===== src/rtl/aes_round_sequencer.sv =====
// Round/phase sequencer for the iterative AES-128/192/256 cipher and decipher datapath.
// Optional AES_SEQ_SINGLE_STEP_EN: advance only on rising edges of step (board button demo).
module aes_round_sequencer #(
  parameter int RW        = 5,
  parameter bit HOLD_DONE = 1'b1
) (
  input  logic          clk,
  input  logic          rst_n,
  input  logic          start,
  input  logic [1:0]    key_size,
  input  logic          decrypt,
  input  logic          ack,
  input  logic          step,
  output logic          busy,
  output logic          done,
  output logic          err,
  output logic [RW-1:0] round,
  output logic [RW-1:0] rk_idx,
  output logic          load_state,
  output logic          final_round,
  output logic [RW-1:0] nr
);

  typedef enum logic [2:0] {IDLE, INIT, ROUND, LAST, DONE} state_t;

  state_t        state, state_nx;
  logic          adv;
  logic          accept;
  logic          last_adv;
  logic          dec_q, dec_nx;
  logic [3:0]    nr_sel;
  logic [RW-1:0] round_nx, rk_nx, nr_nx;

`ifdef AES_SEQ_SINGLE_STEP_EN
  logic step_q;

  always_ff @(posedge clk or negedge rst_n) begin
    if (!rst_n) step_q <= 1'b0;
    else        step_q <= step;
  end

  assign adv = step & ~step_q;
`else
  assign adv = step;
`endif

  assign accept   = (state == IDLE) && start && (key_size != 2'd3);
  assign nr_sel   = 4'd10 + {1'b0, key_size, 1'b0};
  assign last_adv = (round + RW'(1)) == nr;

  always_ff @(posedge clk or negedge rst_n) begin
    if (!rst_n) state <= IDLE;
    else        state <= state_nx;
  end

  always_comb begin
    state_nx = state;
    case (state)
      IDLE:    if (accept) state_nx = INIT;
      INIT:    if (adv) state_nx = ROUND;
      ROUND:   if (adv && last_adv) state_nx = LAST;
      LAST:    if (adv) state_nx = DONE;
      DONE:    if (!HOLD_DONE || ack) state_nx = IDLE;
      default: state_nx = IDLE;
    endcase
  end

  always_comb begin
    busy        = (state == INIT) || (state == ROUND) || (state == LAST);
    done        = (state == DONE);
    load_state  = (state == INIT);
    final_round = (state == LAST);
  end

  // rk_idx is derived from the next state/round so it is registered alongside round.
  always_comb begin
    round_nx = round;
    nr_nx    = nr;
    dec_nx   = dec_q;
    if (accept) begin
      nr_nx    = RW'(nr_sel);
      dec_nx   = decrypt;
      round_nx = '0;
    end else if (adv && ((state == INIT) || (state == ROUND))) begin
      round_nx = round + RW'(1);
    end

    rk_nx = rk_idx;
    case (state_nx)
      INIT:    rk_nx = dec_nx ? nr_nx : '0;
      ROUND:   rk_nx = dec_nx ? (nr_nx - round_nx) : round_nx;
      LAST:    rk_nx = dec_nx ? '0 : nr_nx;
      default: rk_nx = rk_idx;
    endcase
  end

  always_ff @(posedge clk or negedge rst_n) begin
    if (!rst_n) begin
      round  <= '0;
      rk_idx <= '0;
      nr     <= '0;
      dec_q  <= 1'b0;
      err    <= 1'b0;
    end else begin
      round  <= round_nx;
      rk_idx <= rk_nx;
      nr     <= nr_nx;
      dec_q  <= dec_nx;
      err    <= (state == IDLE) && start && (key_size == 2'd3);
    end
  end

endmodule


===== config.mk =====
export PLATFORM = sky130hd
export DESIGN_NAME = aes_round_sequencer
export DESIGN_NICKNAME = d
export VERILOG_FILES = /design/src/rtl/aes_round_sequencer.sv
export SDC_FILE = /design/constraint.sdc
export NUM_CORES = 1
export LEC_CHECK = 0
export BUFFER_PORTS_ARGS = -buffer_cell sky130_fd_sc_hd__buf_2
export CORE_ASPECT_RATIO = 0.5
export CORE_MARGIN = 2
export CORE_UTILIZATION = 50
export CTS_CLUSTER_SIZE = 16
export DETAILED_ROUTE_END_ITERATION = 7
export PLACE_DENSITY_LB_ADDON = 0.1
export SLEW_MARGIN = 30
export SYNTH_ARGS = -nofsm -noshare
export SYNTH_HDL_FRONTEND = slang
export SYNTH_SLANG_ARGS = --single-unit

===== constraint.sdc =====
create_clock -name clk -period 3.25 [get_ports clk]
set_clock_uncertainty 0.05 [all_clocks]
set_input_delay 0 -clock clk [delete_from_list [all_inputs] [get_ports clk]]
set_output_delay 0 -clock clk [all_outputs]
set_load 0.02 [all_outputs]

; After elaboration in Yosys (flattened, before gate mapping)
; Index checks and enable logic that the tools add are counted.
[word_totals]
input_bits = 8
register_bits = 20
[op_classes]
n_reduce_logical = 9
n_mux = 14
addsub = 3
eq_ne = 10
[op_table]
columns = operator, count
row1 = $mux 5, 6
row2 = $mux 3, 5
row3 = $pmux 3 s5, 1
row4 = $pmux 5 s3, 1
row5 = $eq 3x2->1 const B, 4
row6 = $eq 3x1->1 const B, 2
row7 = $add 5x1->5 const B, 1
row8 = $eq 5x5->1, 1
row9 = $logic_and 1x1->1, 5
row10 = $sub 5x5->5, 1
row11 = $add 4x3->4 const A, 1
row12 = $eq 3x3->1 const B, 1
row13 = $logic_not 3->1, 1
row14 = $reduce_bool 3->1, 1
row15 = $eq 2x2->1 const B, 1
row16 = $logic_or 1x1->1, 2
row17 = $ne 2x2->1 const B, 1
row18 = $mux 1, 1

; Logic depth before layout (Yosys ltp)
; Gate-level depths: netlist of the first run.
[depth]
ltp_word = 8
mapped_depth = 14
depth_no_buf = 14

; Least setup slack after synthesis of the first run
; No wires, ideal clock.
[synth_path]
path_type = register to register
start = register state[0]
end = register rk_idx[4]
t_arrival_ns = 2.595
n_path_buf = 1
stages_incl_launch_ff = 15
synth_period_minus_slack_ns = 2.740
setup_slack_ns = 0.510
cell_sequence = dfrtp_1 > buf_6 > xnor2_1 > nor2_1 > xnor2_1 > nor2_1 > ha_1 > inv_1 > fa_1 > a21o_1 > a21oi_1 > xnor2_1 > o21ai_0 > xnor2_1 > o31ai_1
[synth_via]
elab_chain_len = 8
elab_cells_between_ends = 28
classes_between = add/sub: 1 / eq/ne: 7 / mux: 14 / reduce/logical: 6
[synth_rtl]
columns = item, line
row1 = "start, declared", 26  ; state_t state, state_nx;
row2 = "start signal, assigned", 53  ; else state <= state_nx;
row3 = $eq 3x1->1 / $eq 3x2->1 (equally long branches), 84  ; end else if (adv && ((state == INIT) || (state == ROUND))) begin
row4 = $logic_or 1x1->1, 84
row5 = $logic_and 1x1->1, 84
row6 = $mux 5, 84
row7 = $mux 5 *, 80  ; if (accept) begin
row8 = named net round_nx[0], 32  ; logic [RW-1:0] round_nx, rk_nx, nr_nx;
row9 = $sub 5x5->5 *, 91  ; ROUND: rk_nx = dec_nx ? (nr_nx - round_nx) : round_nx;
row10 = $mux 5 *, 91
row11 = $pmux 5 s3 *, 89  ; case (state_nx)
row12 = "end signal, assigned", 106  ; rk_idx <= rk_nx;
row13 = "end, declared", 18  ; output logic [RW-1:0] rk_idx,
; The timed path passes the listed nets; every way through them passes the cells marked *.
; A chain may end at the register's enable or synchronous reset.

; Worst setup path after layout of the first run
; Same ends and word-level chain as after synthesis.

==> results of run 1 <==
worst paths after layout:
check / cells after the start / endpoint / slack, ns
worst min-delay path: 3 / dec_q$_DFF_PN0_ / 0.02
worst max-delay path: 13 / rk_idx[4]$_DFFE_PN0P_ / 0.26
worst max register to register: 13 / rk_idx[4]$_DFFE_PN0P_ / 0.26
min in group asynchronous: 2 / rk_idx[1]$_DFFE_PN0P_ / 0.18
max in group asynchronous: 2 / state[2]$_DFF_PN0_ / 2.65
worst min register to register: 2 / rk_idx[1]$_DFFE_PN0P_ / 0.53
placed cells by master, fill, tap and decap left out, types with 2 or more instances in the layout:
cell                             n
sky130_fd_sc_hd__a21oi_1         7
sky130_fd_sc_hd__and2_1          2
sky130_fd_sc_hd__buf_2          27
sky130_fd_sc_hd__buf_4           2
sky130_fd_sc_hd__clkbuf_8        3
sky130_fd_sc_hd__dfrtp_1        20
sky130_fd_sc_hd__dlygate4sd3_1   3
sky130_fd_sc_hd__ha_1            6
sky130_fd_sc_hd__inv_1          10
sky130_fd_sc_hd__mux2i_1         6
sky130_fd_sc_hd__nand2_1        12
sky130_fd_sc_hd__nand2b_1        2
sky130_fd_sc_hd__nand3_1         8
sky130_fd_sc_hd__nor2_1          7
sky130_fd_sc_hd__nor2b_1         3
sky130_fd_sc_hd__nor3_1          2
sky130_fd_sc_hd__o21ai_0         6
sky130_fd_sc_hd__o22ai_1         2
sky130_fd_sc_hd__o31ai_1         2
sky130_fd_sc_hd__xnor2_1        13
sky130_fd_sc_hd__xor2_1          5
per-stage QoR:
step / worst slack (ns) / instances / power [mW] / util, % / area [µm²]
floorplan: 0.5100 / 142 / 1.201 / - / 1371
global placement: 0.2516 / 201 / 1.375 / 57.74 / 1503
detailed placement: 0.1788 / 201 / 1.384 / 57.74 / 1503
global route: 0.01549 / 207 / 1.690 / 60.77 / 1582
CTS: 0.1540 / 207 / 1.559 / 60.48 / 1574
finish: 0.2619 / 207 / 1.557 / 60.77 / 1582
cell families (layout without fill, tap and decap cells):
kind of cell    Yosys count  after routing  synth area share (%)
fa+ha+maj                 7              7                 6.934
simple gates             45             45                 17.79
flops                    20             20                 36.50
mux                       8              8                 7.117
buf+inv                  17             45                 7.481
compound gates           26             26                 12.04
xor+xnor                 19             19                 12.14
area by class of cell:
cell class              count  area, µm²  share of cell area (%)
multi-input cells         105      775.7                   49.05
flip-flops and latches     20      500.5                   31.65
repair buffers             32      180.2                   11.39
well taps                  37      46.29                   2.927
clock buffers               3      41.29                   2.611
inverters                  10      37.54                   2.373
flip-flops by register name (all words and copies together) (netlist names):
register and count:
state 3, err 1, nr 5, dec_q 1, rk_idx 5, round 5
routing by layer:
layer	wire length [µm]	global-route usage, %	vias up
met5	0	0	-
met1	1541	30.85	488
li1	-	-	541
met2	1245	30.82	25
met3	185	6.167	5
met4	18	3.947	0
critical path, delay by kind of cell, from the launching register on:
family                     cells  cell delay (ns)
DFF                            1             0.51
and+or+nand+nor                2             0.25
buffers and inverters          1             0.05
adders and majority gates      2             0.57
AOI/OAI and AO/OA              4             0.70
xor gates and xnor gates       4             0.74
repair_timing:
item                                   in CTS  in global routing
endpoints found under the hold margin      22                  0
hold buffers                                3                  0
setup endpoints to repair                   0                  1
gates resized for setup                     0                  1
power by group:
part           internal [mW]  total (mW)  switching (mW)
Combinational          0.428       0.964           0.536
Clock                 0.0826       0.162          0.0796
Sequential             0.321       0.431           0.110
Total                  0.832        1.56           0.725
==> results list, run 1 <==
- Traced cell by cell, the critical path runs through xnor2_2 -> nor2_1 -> xnor2_1 -> nor2_1 -> ha_1 -> inv_1 -> fa_1 -> a21o_1 -> a21oi_1 -> xnor2_1 -> o21ai_0 -> xnor2_1 -> o31ai_1.
- The filler cells instantiated in the layout total 248.
* Maxcap violations: 0
- The first routing iteration left 76 violations.
- The smallest clock period supported by the final layout is computed as 2.988 ns.
- In this run the critical register-to-register path is launched from state[0]$_DFF_PN0_.
* Post-Syn Area per Cell: 9.657 µm²
- Synth top area cells: sky130_fd_sc_hd__dfrtp_1 36%, sky130_fd_sc_hd__xnor2_1 8.9%, sky130_fd_sc_hd__ha_1 5.5%, sky130_fd_sc_hd__mux2i_1 4.4%, sky130_fd_sc_hd__nand2_1 3.3%
- Weighted congestion at the end of routability-driven global placement: 0.8971
- For this run, asynchronously set or reset flops after synthesis account for 100.0%.
- Power spread over the standard cell area amounts to 984.3 nW/µm².
- After global routing the overflow that remains totals 0.
* Global Route Usage Sum: 20.98%
* Layout overhead on the synthesized area: 15.33%
- In the final layout, the share of cells above drive strength 1 is 24.71%.
- Antenna Nets Post-Route: 0
* Number of input and output port buffers inserted: 27
- For the pin with the worst max-slew slack, the measured transition is 0.8448 ns.
- Setup bufs post-CTS: 0
- The critical path starts at state[0]$_DFF_PN0_.
* Crit-path max cell delay: 0.51 ns
* Top-Level Pins: 28
- Starting Density: 52.69%
- Synthesis instantiated 42 different standard cells from the library.
- CTS saw 20 sinks.
- The pre-antenna-repair detailed-routing pass consisted of 4 iterations.
- In this run the worst hold path is classified as in -> reg.
- Ratio of final minimum period to clock period: 91.94%
- TritonCTS built the clock tree.
- The Yosys step of the flow raised 0 warnings.
- Unrepaired setup endpoints after global routing: false
- The worst setup path is captured at a register.
- Number of vias in the routed layout: 1,059
* Clock transition at the registers of the reported paths: 0.07 ns
- Std cell rows: 13
- First-pass GRT wire length: 4802 µm
- In this run the number of H-tree levels came out at 1.
- The floorplan step set the die width to 78.06 µm.
- Largest net degree at the start of global routing: 21
- The core region is 2603 µm².
* Highest net fanout along the worst path: 8
* Cell repeated most along the worst path: sky130_fd_sc_hd__xnor2_1
- Summed over all nets, the half-perimeter wirelength after detailed placement is 2370 µm.
* Sequential area share after synthesis: 36.50%
- The run finished with clean final reports.
- Final hold viol count: 0
- Gate count of the mapped netlist: 142
* Pleak: 0.7677 nW
* Max-slew headroom at the worst pin: 43.68%
- Cell with the most instances after synthesis: sky130_fd_sc_hd__dfrtp_1
* Die footprint: 3203 µm²
- The critical path in this run is classified as reg -> reg.
- For the worst-skew pair, the clock arrives at the later sink with an insertion delay of 0.26 ns.
* Most frequent cells after synthesis: 20 x sky130_fd_sc_hd__dfrtp_1, 14 x sky130_fd_sc_hd__xnor2_1, 12 x sky130_fd_sc_hd__nand2_1
* Final setup violation count: 0
- Total wire length: 2991 µm
- Derived from the worst setup path, the maximum achievable clock frequency is 334.7 MHz.
- At the worst endpoint, the required time is 3.36 ns.
* Average via count per standard cell: 5.116
- Master of the slowest instance on the critical path: sky130_fd_sc_hd__dfrtp_1
- The synthesized netlist occupies a cell area of 1371 µm².
- Worst hold slack: 0.02488 ns
- Wire length per cell after detailed routing: 14.45 µm
- Count of inserted antenna diode cells: 0
* Cell chosen for the clock root: sky130_fd_sc_hd__clkbuf_8
* Number of clock buffers inserted by TritonCTS: 3
- Primary FF master, synth: sky130_fd_sc_hd__dfrtp_1
- For this run, design rule violations remaining after detail routing come to 0.
* Vias in the first global route: 944
- VDD sags by at most 524.0 µV.
- Summed over its instances, the top area cell type makes up 36.50% of the synthesized netlist area.
* Startpoint of the most critical hold path: decrypt
* Chip height: 41.03 µm
- Final slew viol count: 0
* Fin Setup TNS: 0 ns
- The initial antenna violation count was 0.
- Counting every net in the synthesized netlist gives 157.
* Clock Path Buffers: 2
- Final-stage net count: 187
* Number of enable-type register cells in the synthesized netlist: 0
- Summed over all instances, the cell type with the most area after synthesis is sky130_fd_sc_hd__dfrtp_1.
- Worst endpoint data arrival time: 3.10 ns
- In this run, synthesis produced a sequential element count of 20.
- Sort of element at the start of the critical path: register
Power figures use the tool's default switching activity.
==> run 2, diff against run 1 <==
--- a/config.mk
+++ b/config.mk
@@ -12,6 +12,7 @@
 export CTS_CLUSTER_SIZE = 16
 export DETAILED_ROUTE_END_ITERATION = 7
 export PLACE_DENSITY_LB_ADDON = 0.1
+export RECOVER_POWER = 25
 export SLEW_MARGIN = 30
 export SYNTH_ARGS = -nofsm -noshare
 export SYNTH_HDL_FRONTEND = slang
==> run 2 against run 1 <==
Sequential power about the same. Register-to-register slack barely moved. Die area did not move. Critical path type unchanged. Critical endpoint unchanged. Largest power group unchanged. Highest routed layer unchanged.
==> results list, run 2 (synthesis gave the netlist of run 1 again) <==
- 0 antenna diodes ended up in the layout.
- Result of the run: finished, final reports clean
* Area taken by multi-input logic gates: 775.7 µm²
* Half-perimeter wire length of the detailed placement result: 2370 µm
* Storage cell area: 500.5 µm²
- Worst endpoint data arrival time: 3.10 ns
* Vias in the first global route: 944
- Pleak: 0.7650 nW
* Die footprint: 3203 µm²
- Crit Path Class: reg -> reg
* Global Route Usage Sum: 20.98%
- Timing-limited maximum frequency: 334.7 MHz
- Input and output buffers added on the ports amount to 27.
- Worst vdd ir: 524.0 µV
* Maxcap violations: 0
- For this run, design rule violations remaining after detail routing come to 0.
- The worst setup path is captured at a register.
- Slew @ Worst Pin: 1.137 ns
* Area of the core: 2603 µm²
- Clock transition at the registers of the reported paths: 0.07 ns
* TritonRoute pass-1 iters: 4
- Most common cell after layout, fill and taps aside: sky130_fd_sc_hd__buf_2
- Of the available clock period, the critical path in the final layout requires 91.94%.
- Dividing total power by cell area gives a power density of 985.0 nW/µm².
- In this design, the stage delay of the slowest critical-path cell is 0.51 ns.
- After the first detailed-routing iteration, the DRC count stood at 73.
- The clock reaches the later pin of the worst-skew pair after 0.26 ns.
- Setup repair after global routing left no endpoint under its margin.
* Fraction of final layout cells with drive strength greater than 1: 24.12%
* Highest net fanout along the worst path: 8
* Count of clock tree sinks: 20
* Clock Path Buffers: 2
- Starting Density: 52.69%
- The routed design could run at a clock period as short as 2.988 ns.
- The cell that appears most often on the critical path is sky130_fd_sc_hd__xnor2_1.
- Worst min-delay path class: in -> reg
* Fin Setup TNS: 0 ns
* Number of clock buffers inserted by TritonCTS: 3
- Including well taps, the total number of placed cells is 201.
* Top flop regs: nr x5, rk_idx x5, round x5
- The final layout contains 187 nets.
- Final setup violation count: 0
* Clock tree from TritonCTS: done
- Layout overhead on the synthesized area: 15.24%
* Final global-route overflow total: 0
* Clock H-tree levels: 1
- Routability-driven placement finished with a final weighted congestion of 0.8971.
- Non-filler cells, final: 207
* Std cell rows: 13
- Top-Level Pins: 28
- Wires add up to 2991 µm.
- From bottom edge to top edge, the die measures 41.03 µm.
* Antenna Nets Post-Route: 0
- The worst setup path is launched from a register.
- Dividing the detail-routed via count by the number of cells gives 5.116.
- Clock tree synthesis selected as its root buffer the cell sky130_fd_sc_hd__clkbuf_8.
- Traced cell by cell, the critical path runs through xnor2_2 -> nor2_1 -> xnor2_1 -> nor2_1 -> ha_1 -> inv_1 -> fa_1 -> a21o_1 -> a21oi_1 -> xnor2_1 -> o21ai_0 -> xnor2_1 -> o31ai_1.
- The top cell types in the final layout, fill and taps aside, are 26 x sky130_fd_sc_hd__buf_2, 20 x sky130_fd_sc_hd__dfrtp_1, 13 x sky130_fd_sc_hd__xnor2_1.
- In the final routed layout, each cell accounts on average for 14.45 µm.
* Max-slew headroom at the worst pin: 24.19%
- The count of final hold-check violations is 0.
- Entering global routing, the biggest net connects 21 pins.
* Final slew viol count: 0
* Number of vias in the routed layout: 1,059
- Die width: 78.06 µm
- Master of the slowest instance on the critical path: sky130_fd_sc_hd__dfrtp_1
- Antenna violations before repair: 0
- Fill cells in the final layout number 248.
* First-pass GRT wire length: 4802 µm
- Data on the critical path is required at its endpoint by 3.36 ns.
run 2: cell count changes in the layout (fill, tap and decap cells not counted), sizes merged:
cell and delta:
buf -1, clkbuf +1
run 2: layout make-up:
class                           instances  share of cell area (%)
Inverter                               10                   2.375
Multi-Input combinational cell        105                   49.09
Tap cell                               37                   2.930
Clock buffer                            3                   2.613
Sequential cell                        20                   31.67
Timing Repair Buffer                   32                   11.32
run 2: path summary, 6_finish.rpt:
path                                  startpoint                    end  slack [ns]  depth (start not counted)
setup / recovery              state[0]$_DFF_PN0_  rk_idx[4]$_DFFE_PN0P_        0.26                         13
hold / removal                           decrypt        dec_q$_DFF_PN0_        0.02                          3
setup reg to reg              state[0]$_DFF_PN0_  rk_idx[4]$_DFFE_PN0P_        0.26                         13
hold reg to reg            rk_idx[1]$_DFFE_PN0P_  rk_idx[1]$_DFFE_PN0P_        0.53                          2
max in group asynchronous                  rst_n     state[2]$_DFF_PN0_        2.04                          2
min in group asynchronous                  rst_n  rk_idx[1]$_DFFE_PN0P_        0.43                          2
run 2: per-layer routing:
layer  global-route usage, %  wire length, µm  up-vias
met4                   3.947               18        0
met3                   6.167              185        5
met2                   30.82             1245       25
li1                        -                -      541
met5                       0                0        -
met1                   30.85             1541      488
run 2: what timing repair did:
action	in CTS	in global routing
hold endpoints to repair	22	0
buffers inserted	0	0
hold buffers	3	0
endpoints found under the setup margin	0	1
resized for setup	0	1
run 2: stage by stage:
| stage | total power, mW | worst slack (ns) | cell area, µm² | utilization, % | hold slack [ns] |
|---|---|---|---|---|---|
| floorplan | 1.201 | 0.5100 | 1371 | - | -0.3456 |
| global placement | 1.375 | 0.2516 | 1503 | 57.74 | -0.06662 |
| detailed placement | 1.384 | 0.1788 | 1503 | 57.74 | -0.06360 |
| CTS | 1.559 | 0.1540 | 1574 | 60.48 | 0.01652 |
| global route | 1.690 | 0.01549 | 1580 | 60.72 | 0.02906 |
| finish | 1.557 | 0.2619 | 1580 | 60.72 | 0.02487 |
run 2: worst max-delay path: cells and delay by family (launching register included):
family | cells | cell delay [ns]
adder cells (fa/ha/maj) | 2 | 0.57
XOR/XNOR | 4 | 0.74
AO/OA/AOI/OAI | 4 | 0.70
AND/OR/NAND/NOR | 2 | 0.25
buffers and inverters | 1 | 0.05
flip-flops | 1 | 0.51
run 2: power by group:
group / total, mW / internal [mW] / switching (mW) / leakage, nW
sequential: 0.431 / 0.321 / 0.110 / 0.258
combinational: 0.964 / 0.428 / 0.536 / 0.485
clock: 0.162 / 0.0826 / 0.0796 / 0.0216
